## config.mk

```make
export PLATFORM = sky130hd
export DESIGN_NAME = cla_shift_add_multiplier
export DESIGN_NICKNAME = d
export VERILOG_FILES = /design/src/rtl/cla_shift_add_multiplier_pkg.sv /design/src/rtl/cla_shift_add_multiplier_carry_look_ahead.sv /design/src/rtl/cla_shift_add_multiplier.sv
export SDC_FILE = /design/constraint.sdc
export NUM_CORES = 1
export LEC_CHECK = 0
export ABC_CLOCK_PERIOD_IN_PS = 3250
export BUFFER_PORTS_ARGS = -buffer_cell sky130_fd_sc_hd__buf_2
export CORE_MARGIN = 3
export CORE_UTILIZATION = 60
export CTS_CLUSTER_SIZE = 10
export DETAILED_ROUTE_END_ITERATION = 8
export GPL_ROUTABILITY_DRIVEN = 0
export GPL_TIMING_DRIVEN = 1
export MAX_ROUTING_LAYER = met4
export PLACE_DENSITY_LB_ADDON = 0.08
export RECOVER_POWER = 25
export SYNTH_ARGS = -nofsm -noshare
export SYNTH_HDL_FRONTEND = slang
export SYNTH_SLANG_ARGS = --single-unit
```

## constraint.sdc

```tcl
create_clock -name clk -period 3.25 [get_ports clk]
set_clock_uncertainty 0.2 [all_clocks]
set_input_delay 0.4875 -clock clk [delete_from_list [all_inputs] [get_ports clk]]
set_output_delay 0.4875 -clock clk [all_outputs]
set_load 0.005 [all_outputs]
```

## src/rtl/cla_shift_add_multiplier_pkg.sv

```systemverilog
// Shared definitions for the shift-and-add multiplier: FSM state codes and
// the default operand width.
package cla_shift_add_multiplier_pkg;

    localparam int CLA_MUL_WIDTH_DEFAULT = 8;

    // Two-bit state code; ST_BAD is never entered on purpose and recovers to IDLE.
    typedef enum logic [1:0] {
        ST_IDLE = 2'b00,
        ST_RUN  = 2'b01,
        ST_DONE = 2'b10,
        ST_BAD  = 2'b11
    } state_t;

endpackage

```

## src/rtl/cla_shift_add_multiplier_carry_look_ahead.sv

```systemverilog
// WIDTH-bit carry-look-ahead adder. Every carry is formed directly from the
// generate/propagate terms and the carry-in, so no carry ripples bit to bit.
module carry_look_ahead #(
    parameter int WIDTH = 8
) (
    input  logic [WIDTH-1:0] a,
    input  logic [WIDTH-1:0] b,
    input  logic             y,
    output logic [WIDTH-1:0] s,
    output logic             c
);

    logic [WIDTH-1:0] gen;
    logic [WIDTH-1:0] prop;
    logic [WIDTH:0]   carry;

    assign gen  = a & b;
    assign prop = a ^ b;

    // Flattened look-ahead: carry[i+1] = g[i] | p[i]g[i-1] | ... | p[i..0]y.
    always_comb begin
        logic term;
        logic run_p;
        term     = 1'b0;
        run_p    = 1'b0;
        carry    = '0;
        carry[0] = y;
        for (int i = 0; i < WIDTH; i++) begin
            term  = gen[i];
            run_p = prop[i];
            for (int j = i - 1; j >= 0; j--) begin
                term  = term | (run_p & gen[j]);
                run_p = run_p & prop[j];
            end
            term         = term | (run_p & y);
            carry[i + 1] = term;
        end
    end

    assign s = prop ^ carry[WIDTH-1:0];
    assign c = carry[WIDTH];

endmodule

```

## src/rtl/cla_shift_add_multiplier.sv

```systemverilog
// Sequential unsigned shift-and-add multiplier. One shared carry-look-ahead
// adder is reused once per multiplier bit, so a product takes WIDTH RUN
// cycles. The product {acc_hi, acc_lo} shifts right each step while the
// multiplier bits are consumed from the LSB end of acc_lo.
//
// Handshakes: a transfer happens on a rising edge where valid and ready are
// both high. in_ready is high only in IDLE; out_valid is high only in DONE and
// out_p holds stable until out_ready is seen. Neither ready depends
// combinationally on the opposite valid.
module cla_shift_add_multiplier
    import cla_shift_add_multiplier_pkg::*;
#(
    parameter int WIDTH = CLA_MUL_WIDTH_DEFAULT
) (
    input  logic                 clk,
    input  logic                 rst_n,
    input  logic                 in_valid,
    output logic                 in_ready,
    input  logic [WIDTH-1:0]     in_a,
    input  logic [WIDTH-1:0]     in_b,
    output logic                 out_valid,
    input  logic                 out_ready,
    output logic [2*WIDTH-1:0]   out_p,
    output logic                 busy,
    output logic [1:0]           dbg_state
);

    localparam int CW = (WIDTH > 1) ? $clog2(WIDTH) : 1;
    localparam logic [CW-1:0] COUNT_LAST = CW'(WIDTH - 1);

    state_t             state;
    logic [WIDTH-1:0]   mcand;
    logic [WIDTH-1:0]   acc_hi;
    logic [WIDTH-1:0]   acc_lo;
    logic [CW-1:0]      count;

    logic [WIDTH-1:0]   addend;
    logic [WIDTH-1:0]   sum;
    logic               carry_out;
    logic [2*WIDTH-1:0] acc_next;

    // Partial product for this step: the multiplicand gated by the current multiplier bit.
    assign addend = mcand & {WIDTH{acc_lo[0]}};

    carry_look_ahead #(.WIDTH(WIDTH)) u_add (
        .a (acc_hi),
        .b (addend),
        .y (1'b0),
        .s (sum),
        .c (carry_out)
    );

    // Carry-out lands in the MSB of acc_hi; the consumed multiplier bit falls off the bottom.
    assign acc_next  = {carry_out, sum, acc_lo[WIDTH-1:1]};
    assign dbg_state = state;

    // Control FSM, datapath registers and registered handshake outputs.
    always_ff @(posedge clk or negedge rst_n) begin
        if (!rst_n) begin
            state     <= ST_IDLE;
            in_ready  <= 1'b1;
            out_valid <= 1'b0;
            busy      <= 1'b0;
            out_p     <= '0;
            mcand     <= '0;
            acc_hi    <= '0;
            acc_lo    <= '0;
            count     <= '0;
        end else begin
            case (state)
                ST_IDLE: begin
                    if (in_valid) begin
                        mcand    <= in_a;
                        acc_hi   <= '0;
                        acc_lo   <= in_b;
                        count    <= COUNT_LAST;
                        state    <= ST_RUN;
                        in_ready <= 1'b0;
                        busy     <= 1'b1;
                    end
                end
                ST_RUN: begin
                    acc_hi <= acc_next[2*WIDTH-1:WIDTH];
                    acc_lo <= acc_next[WIDTH-1:0];
                    if (count == '0) begin
                        state     <= ST_DONE;
                        busy      <= 1'b0;
                        out_valid <= 1'b1;
                        out_p     <= acc_next;
                    end else begin
                        count <= count - CW'(1);
                    end
                end
                ST_DONE: begin
                    if (out_ready) begin
                        state     <= ST_IDLE;
                        out_valid <= 1'b0;
                        in_ready  <= 1'b1;
                    end
                end
                default: begin
                    state     <= ST_IDLE;
                    in_ready  <= 1'b1;
                    out_valid <= 1'b0;
                    busy      <= 1'b0;
                end
            endcase
        end
    end

endmodule

```

After elaboration in Yosys (flattened, before gate mapping)

Index checks and enable logic that the tools add are counted.

Equal/unequal tests: 6
Reductions and logical operators: 11
Mux-type cells: 20
Bitwise logic cells: 84
$add $sub $neg: 1

Operator list:

| cell                | count |
|---|---|
| $and 1x1->1         | 49 |
| $pmux 8 s2          | 2 |
| $or 1x1->1          | 28 |
| $and 8x8->8         | 2 |
| $mux 8              | 2 |
| $xor 8x8->8         | 2 |
| $reduce_and 3->1    | 5 |
| $pmux 1 s3          | 3 |
| $ne 2x2->1 const B  | 4 |
| $mux 1              | 6 |
| $mux 2              | 3 |
| $mux 3              | 2 |
| $pmux 2 s3          | 1 |
| $pmux 3 s2          | 1 |
| $reduce_and 2->1    | 3 |
| $logic_not 3->1     | 1 |
| $not 1->1           | 3 |
| $sub 3x1->3 const B | 1 |
| $eq 2x1->1 const B  | 1 |
| $eq 2x2->1 const B  | 1 |
| $logic_not 2->1     | 1 |
| $reduce_bool 2->1   | 1 |

Register bits: 48
Logic and storage cells: 131
Output and inout port bits: 21
Input bits: 20

Depth between registers and ports, before layout

Word-level depth: 11
Depth in mapped cells: 7
Depth with buffers taken out: 6

Modules after synthesis

From an unflattened synthesis, not the netlist that was laid out.

Cell total of the unflattened synthesis: 217
Area total of the unflattened synthesis: 2,447.3 µm²

By module, submodules not included:

| module                   | instances | sequential area each (µm²) | cells each | area an instance (µm²) |
|---|---|---|---|---|
| cla_shift_add_multiplier | 1         | 1,202.4                    | 176        | 2,114.5 |
| carry_look_ahead         | 1         | 0.0                        | 41         | 332.8 |

Worst setup path after synthesis

No wires, ideal clock.

Path type: register to register
From: reg acc_lo[0]
To: reg acc_hi[5]
Required time: 2.949 ns
Cell stages (with the launch flop): 7
Path buffers: 0
Period minus slack after synthesis: 1.991 ns
Data arrival time: 1.690 ns
Slack: 1.259 ns
Library setup time: 0.101 ns
Cells stage by stage: dfrtp_1 -> and2_1 -> ha_1 -> a211oi_2 -> o21ai_2 -> and3_1 -> o32ai_1

Word-level cells in the longest chain between the ends: 10
Elaborated cells between the ends (all ways): 19
Those cells by class: mux: 1; bitwise: 18

Ends and longest elaborated chain:

| what                                                   | RTL line                                                                                         | text |
|---|---|---|
| start: declaration                                     | cla_shift_add_multiplier.sv:34                                                                   | `logic [WIDTH-1:0] acc_lo;` |
| start signal: assignment                               | cla_shift_add_multiplier.sv:75                                                                   | `acc_lo <= in_b;` |
| start signal: assignment                               | cla_shift_add_multiplier.sv:84                                                                   | `acc_lo <= acc_next[WIDTH-1:0];` |
| $and 8x8->8 (*)                                        | cla_shift_add_multiplier.sv:43                                                                   | `assign addend = mcand & {WIDTH{acc_lo[0]}};` |
| $xor 8x8->8 / $and 8x8->8 (equally long branches)      | cla_shift_add_multiplier_carry_look_ahead.sv:18, cla_shift_add_multiplier_carry_look_ahead.sv:17 |  |
| $and 1x1->1, on equally long branches                  | cla_shift_add_multiplier_carry_look_ahead.sv:32, cla_shift_add_multiplier_carry_look_ahead.sv:33 |  |
| $or 1x1->1, or another cell as far along (3 in series) | cla_shift_add_multiplier_carry_look_ahead.sv:32                                                  | `term = term \| (run_p & gen[j]);` |
| $or 1x1->1 / $and 1x1->1 (equally long branches)       | cla_shift_add_multiplier_carry_look_ahead.sv:32                                                  |  |
| $or 1x1->1                                             | cla_shift_add_multiplier_carry_look_ahead.sv:32                                                  |  |
| $xor 8x8->8 (*)                                        | cla_shift_add_multiplier_carry_look_ahead.sv:40                                                  | `assign s = prop ^ carry[WIDTH-1:0];` |
| $pmux 8 s2 (*)                                         | cla_shift_add_multiplier.sv:70                                                                   | `case (state)` |
| end signal: assignment                                 | cla_shift_add_multiplier.sv:83                                                                   | `acc_hi <= acc_next[2*WIDTH-1:WIDTH];` |
| end: declaration                                       | cla_shift_add_multiplier.sv:33                                                                   | `logic [WIDTH-1:0] acc_hi;` |

Mark *: on every way between the ends. The rest lies on a longest branch, timed or not.
A chain may end at the register's enable or synchronous reset.

Worst setup path in the final report

From: reg acc_lo[0]
To: reg acc_hi[7]

Word-level cells in the longest chain between the ends: 11
Elaborated cells between the ends (all ways): 24
Those cells by class: mux: 1; bitwise: 23

Ends and longest elaborated chain:

| what                                                   | RTL line |
|---|---|
| $and 8x8->8 (*)                                        | cla_shift_add_multiplier.sv:43 |
| $xor 8x8->8 / $and 8x8->8 (equally long branches)      | cla_shift_add_multiplier_carry_look_ahead.sv:18, cla_shift_add_multiplier_carry_look_ahead.sv:17 |
| $and 1x1->1, on equally long branches                  | cla_shift_add_multiplier_carry_look_ahead.sv:32, cla_shift_add_multiplier_carry_look_ahead.sv:33 |
| $or 1x1->1, or another cell as far along (5 in series) | cla_shift_add_multiplier_carry_look_ahead.sv:32 |
| $or 1x1->1 / $and 1x1->1 (equally long branches)       | cla_shift_add_multiplier_carry_look_ahead.sv:32 |
| $or 1x1->1 (*)                                         | cla_shift_add_multiplier_carry_look_ahead.sv:32 |
| $pmux 8 s2 (*)                                         | cla_shift_add_multiplier.sv:70 |

Marked as above.

==> results.md <==
- The flow ran to the end, and the final reports show no timing, DRC or antenna violations.
- Across the VDD grid, the largest voltage drop is 449 uV.
- The initial utilization of the core area, before any placement, comes to 0.648.
- The wire length on met1 is 2110 um.
- The total global routing track utilization is 0.200.
- The number of antenna violations at the first check in global routing is 0.
- The hold violation count in the final report is 0.
- Of the synthesized area, sequential elements account for 0.489.
- Compared with the post-synthesis result, the final layout area differs by 12.4%.
- The number of cell rows is 22.
- Input and output buffers added on the ports amount to 40.
- The startpoint type of the worst setup path is a flip-flop.
- The average vias per placed instance is 5.56.
- The average instance in the mapped netlist occupies 11.3 um2.
- The global-route wire length before repair is 7850 um.
- The clock insertion delay at the later pin of the skew report is 0.29 ns.
- The number of maximum-capacitance violations is 0.
- The area share of the leading cell type in the synthesized netlist is 0.478.
- The critical path capture point is acc_hi[7].
- The height of the die is 70.0 um.
- The number of gates given a new drive strength after cts is 0.
- For this block, the routed nets add up to 4370 um of wire.
- Data on the critical path is required at its endpoint by 3.19 ns.
- Detailed routing placed a total of about 210 um of wire on met3.
- Setup repair after global routing left no endpoint under its margin.
- The number of different library cells in the post-synthesis netlist is 52.
- The number of global-route vias before repair is 1,717.
- The total number of H-tree levels is 2.
- The number of flops mapped to enable cells by yosys is 0.
- Counting the buffers created by CTS gives 5.
- Counting cells, the worst reg-to-reg path comes to 6.
- For this run the aggregate overflow at the end of global routing stands at 0.
- In this run the horizontal extent of the chip is 70.0 um.
- The clock period could shrink to 2.18 ns.
- For the pin with the worst max-slew slack, the measured transition is 1.01 ns.
- The count of synthesis-stage warnings from yosys is 0.
- The number of sinks driven by the clock tree is 48.
- Yosys attributes the largest share of cell area to dfrtp_1 48%, ha_1 5.1%, mux2_1 5.0%, mux2i_1 3.7%, mux2_4 3.7%.
- The max-slew violation count is 0.
- The die outline area is 0.00490 mm2.
- The largest individual stage delay along the critical path comes from the cell dfrtp_1.
- The placeable core area is 0.00380 mm2.
- Entering global routing, the biggest net connects 49 pins.
- During I/O placement, the number of pins put on the boundary was 41.
- In this run the clock root is driven by a clkbuf_8.
- The number of antenna cells inserted is 0.
- The cell type contributing the most total cell area after synthesis is dfrtp_1.
- The half-perimeter wire length after placement is 3150 um.
- The net count of the finished layout is 288.
- The pre-antenna-repair detailed-routing pass consisted of 4 iterations.
- The met2 wire length is 2020 um.
- The leakage component of the power is 1.30 nW.
- Once detail routing completed, the nets flagged for antenna violations numbered 0.
- Of the available clock period, the critical path in the final layout requires 0.670.
- The critical path launch point is acc_lo[0].
- The largest stage delay on the critical path is 0.45 ns.
- Dividing the detail-routed wire length by the instance count gives 14.3 um.
- The launch instance of the worst register-to-register path is acc_lo[0].
- The class of the tightest hold or removal check is input pin to async pin.
- Setup total negative slack on the finished layout was measured at 0 ns.
- Measured against its own limit, the worst slew margin works out to 0.325.
- After synthesis the cells add up to 0.00246 mm2.
- For this block, the initial DRC count from the detailed router was 148.
- No sink is reached through more buffers than the 2 on the longest clock path.
- The post-layout total power is ~2.6 mW.
- The synthesized net count is 248.
- The gate count of the mapped netlist is 217.
- In this run the register-to-register setup slack is approximately 1.1 ns.
- In the final layout, the share of cells above drive strength 1 is 0.248.
- The setup violation total in the final timing report is 0.
- Walking the worst path, the cells encountered are and2_1 -> ha_1 -> a211oi_2 -> o21ai_2 -> a311oi_2 -> o22ai_1.
- TritonCTS built the clock tree.
- The worst register-to-register path ends at acc_hi[7].
- The count of hold-fix buffers inserted at cts is 0.
- The synthesized design contains 48 register bits.
- The number of setup buffers added after CTS is 0.
- The critical path endpoint category is a flip-flop.
- The via count is 1,701.
- The critical path is of the flip-flop to flip-flop type.
- The leading register cell type out of synthesis is dfrtp_1.
- Derived from the worst setup path, the maximum achievable clock frequency is 0.459 GHz.
- Along the worst path, the maximum fanout reaches 9.
- The uppermost metal layer occupied by signal nets is met4.
- The ratio of total power to cell area is 943 mW/mm2.
- Data arrives at the worst endpoint at 2.12 ns.
- The async set-reset flop share out of synthesis is 1.00.
- Clock-pin slew was measured on the worst setup and hold paths at approximately 0.090 ns.
- The number of design rule violations left after detail routing is 0.
## placed cells by master, fill, tap and decap left out, types with 4 or more instances in the layout
cell	instances
and2_1	8
buf_2	40
nor2_1	12
mux2_4	6
a21oi_1	7
nand2b_1	4
mux2_1	11
o22ai_1	4
dfrtp_1	47
mux2i_1	9
clkbuf_8	5
o21ai_1	14
inv_1	4
nand3_1	4
nand2_1	21
ha_1	10
## where the power goes
part	total, mW	leakage, nW	switching, mW	internal, mW
Sequential	1.05	0.594	0.176	0.870
Clock	0.426	0.0541	0.198	0.228
Combinational	1.14	0.656	0.601	0.536
Total	2.61	1.30	0.975	1.63
## cell families after synthesis
group | count (synthesis) | synth area share
simple gates | 69 | 0.152
flops | 48 | 0.489
compound gates | 46 | 0.125
mux | 26 | 0.124
buf+inv | 14 | 0.0412
fa+ha+maj | 11 | 0.0590
xor+xnor | 3 | 0.0107
## layer usage
| layer | global-route usage | vias to the layer above |
|---|---|---|
| met2 | 0.319 | 44 |
| met1 | 0.268 | 800 |
| met4 | 0.0404 | 0 |
| met5 | - | - |
| li1 | - | 853 |
| met3 | 0.0417 | 4 |
## cell usage after synthesis, types with 2 or more instances
library cell  instances
dfrtp_1              47
nand2_1              21
o21ai_1              14
nor2_1               12
mux2_1               11
ha_1                 10
mux2i_1               9
and2_1                8
a21oi_1               7
mux2_4                6
buf_2                 5
inv_1                 4
nand2b_1              4
nand3_1               4
o22ai_1               4
a211o_1               3
buf_6                 3
nand4_1               3
a32oi_1               2
nor2b_1               2
nor3_1                2
o21ai_0               2
o21bai_1              2
o31ai_1               2
o32ai_1               2
xnor2_1               2
## worst min path at each step
stage,end,slack [ns],cells past startpoint
floorplan,acc_hi[0],-0.008,0
global placement,count[0],0.25,1
detailed placement,out_p[15],0.26,2
CTS,mcand[7],0.20,2
global route,mcand[7],0.20,2
finish,out_p[10],0.16,1
## final cells by class
class / count / area (um2)
Clock buffer: 5 / 68.8
Clock inverter: 3 / 42.5
Fill cell: 282 / 1030
Inverter: 4 / 15.0
Multi-Input combinational cell: 155 / 1150
Sequential cell: 48 / 1200
Tap cell: 48 / 60.1
Timing Repair Buffer: 43 / 223
## per-stage QoR
stage	instances	cell area (um2)	hold slack (ns)	worst slack, ns	utilization
after floorplan	217	2460	-0.00809	1.26	-
after global placement	298	2660	0.255	1.11	0.699
after detailed placement	298	2660	0.260	1.06	0.699
after CTS	306	2770	0.201	1.05	0.729
after global routing	306	2770	0.198	0.898	0.728
final	306	2770	0.162	1.07	0.728
## critical path, delay by kind of cell (launching register included)
| kind | cells | cell delay (ns) |
|---|---|---|
| simple gates | 1 | 0.20 |
| fa+ha+maj | 1 | 0.31 |
| compound gates | 4 | 0.87 |
| flops | 1 | 0.45 |
## registers in the layout (all words and copies together) (netlist names)
register and flops:
count 3, out_p 16, mcand 8, in_ready 1
acc_hi 8, acc_lo 8, dbg_state 2, out_valid 1
busy 1
No activity file was read; power rests on OpenSTA's default activity.
